### src/rtl/adder_pkg.sv
// Shared types and elaboration helpers for the pipelined ripple-carry adder.
// Imported by adder_stage and pipelined_adder.
package adder_pkg;

  // Per-stage control record that travels with each chunk sum.
  typedef struct packed {
    logic valid;
    logic carry;
  } stage_rec_t;

  function automatic bit stages_divide_width(int unsigned width, int unsigned stages);
    return (stages != 0) && ((width % stages) == 0);
  endfunction

  function automatic bit params_ok(int unsigned width, int unsigned stages);
    return (width >= 1) && (stages >= 1) && stages_divide_width(width, stages);
  endfunction

  // Guarded so an illegal STAGES reaches the $fatal check instead of dividing by zero.
  function automatic int unsigned chunk_width(int unsigned width, int unsigned stages);
    return (stages == 0) ? width : width / stages;
  endfunction

endpackage

### src/rtl/adder_stage.sv
// One CHUNK-bit ripple-carry slice with registered sum, carry-out and valid.
// All registers advance only when en_i is high.
module adder_stage
  import adder_pkg::*;
#(
  parameter int unsigned CHUNK = 4
) (
  input  logic             clk_i,
  input  logic             rst_i,
  input  logic             en_i,
  input  logic             valid_i,
  input  logic [CHUNK-1:0] a_i,
  input  logic [CHUNK-1:0] b_i,
  input  logic             c_i,
  output logic             valid_o,
  output logic [CHUNK-1:0] s_o,
  output logic             c_o
);

  stage_rec_t       rec_q, rec_d;
  logic [CHUNK-1:0] sum_q, sum_d;
  logic [CHUNK:0]   carry;

  // Explicit full-adder chain, bit 0 fed by the incoming carry.
  always_comb begin
    carry    = '0;
    carry[0] = c_i;
    sum_d    = '0;
    for (int i = 0; i < CHUNK; i++) begin
      sum_d[i]     = a_i[i] ^ b_i[i] ^ carry[i];
      carry[i + 1] = (a_i[i] & b_i[i]) | (carry[i] & (a_i[i] ^ b_i[i]));
    end
    rec_d.valid = valid_i;
    rec_d.carry = carry[CHUNK];
  end

  always_ff @(posedge clk_i or posedge rst_i) begin
    if (rst_i) begin
      rec_q <= '0;
      sum_q <= '0;
    end else if (en_i) begin
      rec_q <= rec_d;
      sum_q <= sum_d;
    end
  end

  assign valid_o = rec_q.valid;
  assign c_o     = rec_q.carry;
  assign s_o     = sum_q;

endmodule

### src/rtl/pipelined_adder.sv
// WIDTH-bit adder split into STAGES registered ripple chunks with valid/ready on both sides.
// Define PIPELINED_ADDER_SUB_EN to add the sub_i port and a - b support.
module pipelined_adder
  import adder_pkg::*;
#(
  parameter int unsigned WIDTH  = 8,
  parameter int unsigned STAGES = 2
) (
  input  logic             clk_i,
  input  logic             rst_i,
  input  logic [WIDTH-1:0] a_i,
  input  logic [WIDTH-1:0] b_i,
  input  logic             c_i,
`ifdef PIPELINED_ADDER_SUB_EN
  input  logic             sub_i,
`endif
  input  logic             valid_i,
  output logic             ready_o,
  output logic [WIDTH-1:0] s_o,
  output logic             c_o,
  output logic             valid_o,
  input  logic             ready_i
);

  localparam int unsigned CHUNK = chunk_width(WIDTH, STAGES);

  if (!params_ok(WIDTH, STAGES)) begin : g_param_check
    $fatal(1, "pipelined_adder: WIDTH and STAGES must be >= 1 and STAGES must divide WIDTH");
  end

  logic             en;
  logic             sub_in;
  logic             sub_stage [STAGES];
  logic [CHUNK-1:0] a_raw     [STAGES];
  logic [CHUNK-1:0] b_raw     [STAGES];
  logic [CHUNK-1:0] st_b      [STAGES];
  logic [CHUNK-1:0] st_sum    [STAGES];
  logic             st_cin    [STAGES];
  logic             st_cout   [STAGES];
  logic             st_vin    [STAGES];
  logic             st_vout   [STAGES];

  // A full output stalls everything, bubbles included, so order is never disturbed.
  assign en      = ~valid_o | ready_i;
  assign ready_o = en;
  assign valid_o = st_vout[STAGES-1];
  assign c_o     = st_cout[STAGES-1];

`ifdef PIPELINED_ADDER_SUB_EN
  assign sub_in = sub_i;
`else
  assign sub_in = 1'b0;
`endif

  // sub travels alongside b so each chunk inverts with its own transaction's select.
  assign sub_stage[0] = sub_in;
  if (STAGES > 1) begin : g_sub_skew
    logic sub_q [STAGES-1];

    always_ff @(posedge clk_i or posedge rst_i) begin
      if (rst_i) begin
        for (int i = 0; i < STAGES - 1; i++) sub_q[i] <= 1'b0;
      end else if (en) begin
        sub_q[0] <= sub_in;
        for (int i = 1; i < STAGES - 1; i++) sub_q[i] <= sub_q[i-1];
      end
    end

    for (genvar k = 1; k < STAGES; k++) begin : g_tap
      assign sub_stage[k] = sub_q[k-1];
    end
  end

  for (genvar j = 0; j < STAGES; j++) begin : g_chunk
    // Chunk j reaches its stage j cycles after acceptance.
    if (j == 0) begin : g_direct
      assign a_raw[0] = a_i[CHUNK-1:0];
      assign b_raw[0] = b_i[CHUNK-1:0];
      assign st_cin[0] = sub_stage[0] | c_i;
      assign st_vin[0] = valid_i;
    end else begin : g_skew
      logic [CHUNK-1:0] a_q [j];
      logic [CHUNK-1:0] b_q [j];

      always_ff @(posedge clk_i or posedge rst_i) begin
        if (rst_i) begin
          for (int i = 0; i < j; i++) begin
            a_q[i] <= '0;
            b_q[i] <= '0;
          end
        end else if (en) begin
          a_q[0] <= a_i[j*CHUNK +: CHUNK];
          b_q[0] <= b_i[j*CHUNK +: CHUNK];
          for (int i = 1; i < j; i++) begin
            a_q[i] <= a_q[i-1];
            b_q[i] <= b_q[i-1];
          end
        end
      end

      assign a_raw[j]  = a_q[j-1];
      assign b_raw[j]  = b_q[j-1];
      assign st_cin[j] = st_cout[j-1];
      assign st_vin[j] = st_vout[j-1];
    end

    assign st_b[j] = b_raw[j] ^ {CHUNK{sub_stage[j]}};

    adder_stage #(
      .CHUNK (CHUNK)
    ) u_stage (
      .clk_i   (clk_i),
      .rst_i   (rst_i),
      .en_i    (en),
      .valid_i (st_vin[j]),
      .a_i     (a_raw[j]),
      .b_i     (st_b[j]),
      .c_i     (st_cin[j]),
      .valid_o (st_vout[j]),
      .s_o     (st_sum[j]),
      .c_o     (st_cout[j])
    );

    // Lower chunks wait for the last stage so a whole sum leaves together.
    if (j == STAGES - 1) begin : g_last
      assign s_o[j*CHUNK +: CHUNK] = st_sum[j];
    end else begin : g_deskew
      localparam int unsigned Depth = STAGES - 1 - j;
      logic [CHUNK-1:0] s_q [Depth];

      always_ff @(posedge clk_i or posedge rst_i) begin
        if (rst_i) begin
          for (int i = 0; i < Depth; i++) s_q[i] <= '0;
        end else if (en) begin
          s_q[0] <= st_sum[j];
          for (int i = 1; i < Depth; i++) s_q[i] <= s_q[i-1];
        end
      end

      assign s_o[j*CHUNK +: CHUNK] = s_q[Depth-1];
    end
  end

endmodule

### config.mk
export PLATFORM = sky130hd
export DESIGN_NAME = pipelined_adder
export DESIGN_NICKNAME = d
export VERILOG_FILES = /design/src/rtl/adder_pkg.sv /design/src/rtl/adder_stage.sv /design/src/rtl/pipelined_adder.sv
export SDC_FILE = /design/constraint.sdc
export NUM_CORES = 1
export LEC_CHECK = 0
export CORE_AREA = 4 4 54 56
export CTS_CLUSTER_DIAMETER = 200
export DETAILED_ROUTE_END_ITERATION = 10
export DIE_AREA = 0 0 58 60
export PLACE_DENSITY = 0.79
export SYNTH_ARGS = -nofsm -noshare
export SYNTH_HDL_FRONTEND = slang
export SYNTH_SLANG_ARGS = --single-unit
### constraint.sdc
create_clock -name clk_i -period 3.7 [get_ports clk_i]
set_input_delay 0.37 -clock clk_i [delete_from_list [all_inputs] [get_ports clk_i]]
set_output_delay 0.37 -clock clk_i [all_outputs]
set_load 0.005 [all_outputs]
==> impl_results.md <==
- Worst Reg-to-Reg Cells: 8
- Average cell area after synthesis: 14.61 µm²
- CP endpoint kind: flip-flop
- Drt first pass iters: 4
- Fin Clk Skew: 0.003121 ns
- Starting DRT DRC Count: 6
- Final period utilization: 60.27%
- CTS buffer count: 3
- Setup violators final: 0
- Area of the die: 3480 µm²
- Chip width: 58 µm
- Total wire length: 1999 µm
- Max Freq: 448.4 MHz
- Largest net degree at the start of global routing: 25
- Distinct cells, synth: 10
- Post-synth top area share: 50.74%
- DP HPWL: 1476 µm
- Post-Synth XOR/XNOR Area: 0%
- Drc violations: 0
- Pint: 548.2 µW
- Post-Syn Area: 1184 µm²
- Main combinational cell family by area after synthesis: multiplexers
- WP depth: 9
- Multi-input combinational cell area: 484.2 µm²
- Inserted Diodes: 0
- IO Pins: 32
- Syn nets: 110
- Final min period: 2.230 ns
- Via/cell ratio: 4.854
- Reg-to-reg startpoint: g_chunk[1].g_skew.a_q[0]$_DFFE_PP0P_
- CTS tree: yes
- Clock power frac: 18.6%
- Depth of the worst hold-timing path: 1
- Post-Synth Adder-Cell Area: 13.53%
- Hold Path Origin: g_chunk[0].u_stage.valid_o$_DFFE_PP0P_
- Rel. slew slack: 41.62%
- CP Data Arrival Time: 2.49 ns
- Port Buffers: 31
- Setup TNS: 0 ns
- Crit Path Max Fanout: 1
- Post-Syn Instances: 81
- Compound-Gate Fraction of Synth Area: 2.537%
- Clock transition at path regs: 0.13 ns
- Mux contribution to synthesized area: 19.98%
- GPL Wtd Cong: 0.7205
- Via Count: 699
- Net Sw Frac: 26.15%
- Critical path's top delay family: adder cells
- Static Leak: 0.0007083 µW
- Warnings, synthesis: 0
- Worst setup SP type: input port
- Maximum vdd drop: 0.3921 mV
- Sequential fraction of the synthesis area: 50.74%
- Fillers: 200
- Min-delay worst type: reg2reg
- Initial Utilization: 48.66%
- Clk sinks: 24
- CORE AREA: 2432 µm²
- Max Root-Sink Buffers: 2
- Final hold vios: 0
- Most frequent cells in the layout: 31 x clkdlybuf4s50_1, 24 x dfrtp_1, 15 x inv_1
- Vias in the first global route: 755
- Synth area leaders: dfrtp_1 51%, mux2_4 15%, fa_1 14%
- Clock Latency Late Sink: 0.32 ns
- Root Buffer: clkbuf_4
- Hold Buf Count CTS: 0
- Synth-to-Final Area Change: 29.49%
- Slowest-stage cell, CP: clkdlybuf4s50_1
- Fraction of layout cells with a size suffix above 1: 19.30%
- Crit path from: a_i[0]
- Final Max Tran Viols: 0
- Most common cell type on the critical path: fa_1
- Post-DRT Antenna Nets: 0
- Initial antenna violation count: 0
- H-tree Lvls: 1
- Overall Global Routing Usage: 13.07%
- Total Nets Final: 144
- Max-cap viol count: 0
- Worst Tran Pin Value: 0.8748 ns
- RSZ-0062 raised after global routing: false
- #FFs+latches synth: 24
- P_sw: 194.1 µW
- Std-Cell Rows: 18
- Critical path class: in2reg
- Seq pwr share: 48.8%
- Required time worst endpoint: 3.96 ns
- Logic pwr share: 32.6%
- Sequential Area: 600.6 µm²
- # Post-CTS Setup Buffers: 0
- Delay of the slowest critical-path stage: 0.43 ns
- Routed length per placed instance: 13.88 µm
- Hold_ws: 0.4946 ns
- Die Y-Extent: 60 µm
- First-pass GRT wire length: 3367 µm
- Power Density: 484.3 nW/µm²
- Status: completed
- Post-Synth Simple-Gate Area: 4.863%
- CP cell instances: clkdlybuf4s50_1 > fa_1 > inv_1 > fa_1 > inv_1 > fa_1 > inv_1 > fa_1 > a21oi_1
- Worst Path Buf+Inv: 4
- Overflow after GRT: 0
- Commonest non-fill, non-tap cell in the layout: clkdlybuf4s50_1
- Post-synth top area cell: dfrtp_1
- Post-CTS Resized: 0
## through the flow
step	setup slack [ns]	total power [µW]	cell area (µm²)	cells	util (%)
finish	1.470	742.3	1533	144	63.01
global route	1.380	786.1	1533	144	63.01
CTS	1.467	753.8	1533	144	63.01
detailed placement	1.112	613.7	1496	140	61.52
global placement	1.200	603.1	1496	140	61.52
floorplan	1.670	489.7	1184	81	-
## worst paths after layout
path,slack (ns),end
worst min register to register,0.49,g_chunk[1].u_stage.valid_o$_DFFE_PP0P_
worst min-delay path,0.49,g_chunk[1].u_stage.valid_o$_DFFE_PP0P_
worst max register to register,1.56,g_chunk[1].u_stage.s_o[3]$_DFFE_PP0P_
max in group asynchronous,2.65,g_chunk[0].u_stage.s_o[3]$_DFFE_PP0P_
min in group asynchronous,0.52,g_chunk[1].g_skew.a_q[0]$_DFFE_PP0P_
worst max-delay path,1.47,g_chunk[0].u_stage.s_o[3]$_DFFE_PP0P_
## power by group through the flow
| stage | Sequential [µW] | Clock [µW] | Combinational [µW] |
|---|---|---|---|
| after floorplan | 364 | 0 | 126 |
| after global placement | 366 | 0 | 238 |
| after detailed placement | 368 | 0 | 246 |
| after CTS | 363 | 143 | 248 |
| after global routing | 370 | 150 | 267 |
| final | 362 | 138 | 242 |
## worst register-to-register path, delay by kind of cell, from the launching register on
family | cells | cell delay [ns]
flip-flops | 1 | 0.42
adder cells (fa/ha/maj) | 4 | 1.34
AO/OA/AOI/OAI | 1 | 0.13
buffers and inverters | 3 | 0.19
## cell usage after synthesis
cell type  count
a21oi_1        6
buf_12         1
buf_6          2
dfrtp_1       24
fa_1           8
inv_1         15
mux2_2         5
mux2_4        12
nand2b_1       2
nor3b_1        6
## flip-flops by register name, indices dropped and copies added (netlist names)
signal	count
g_chunk.u_stage.s_o	8
g_chunk.g_deskew.s_q	4
g_chunk.u_stage.c_o	2
g_chunk.u_stage.valid_o	2
g_chunk.g_skew.a_q	4
g_chunk.g_skew.b_q	4
## final cells by class
| cell class | count | area share [%] |
|---|---|---|
| Tap cell | 30 | 2.449 |
| Inverter | 15 | 3.673 |
| Sequential cell | 24 | 39.18 |
| Clock buffer | 4 | 2.367 |
| Multi-Input combinational cell | 39 | 31.59 |
| Timing Repair Buffer | 32 | 20.73 |
## layer usage
| layer | part of all wire, % | GRT usage (%) |
|---|---|---|
| met5 | 0 | 0 |
| met4 | 0.65 | 3.974 |
| met3 | 8.8 | 6.263 |
| met2 | 51 | 22.10 |
| met1 | 39 | 14.65 |
## cells by family (layout without fill, tap and decap cells)
family	after synthesis	count (layout)
buffers and inverters	18	51
AOI/OAI and AO/OA	6	6
muxes	17	17
adders and majority gates	8	8
DFF	24	24
and+or+nand+nor	8	8
Note: power is estimated with default switching activity, not from simulation.
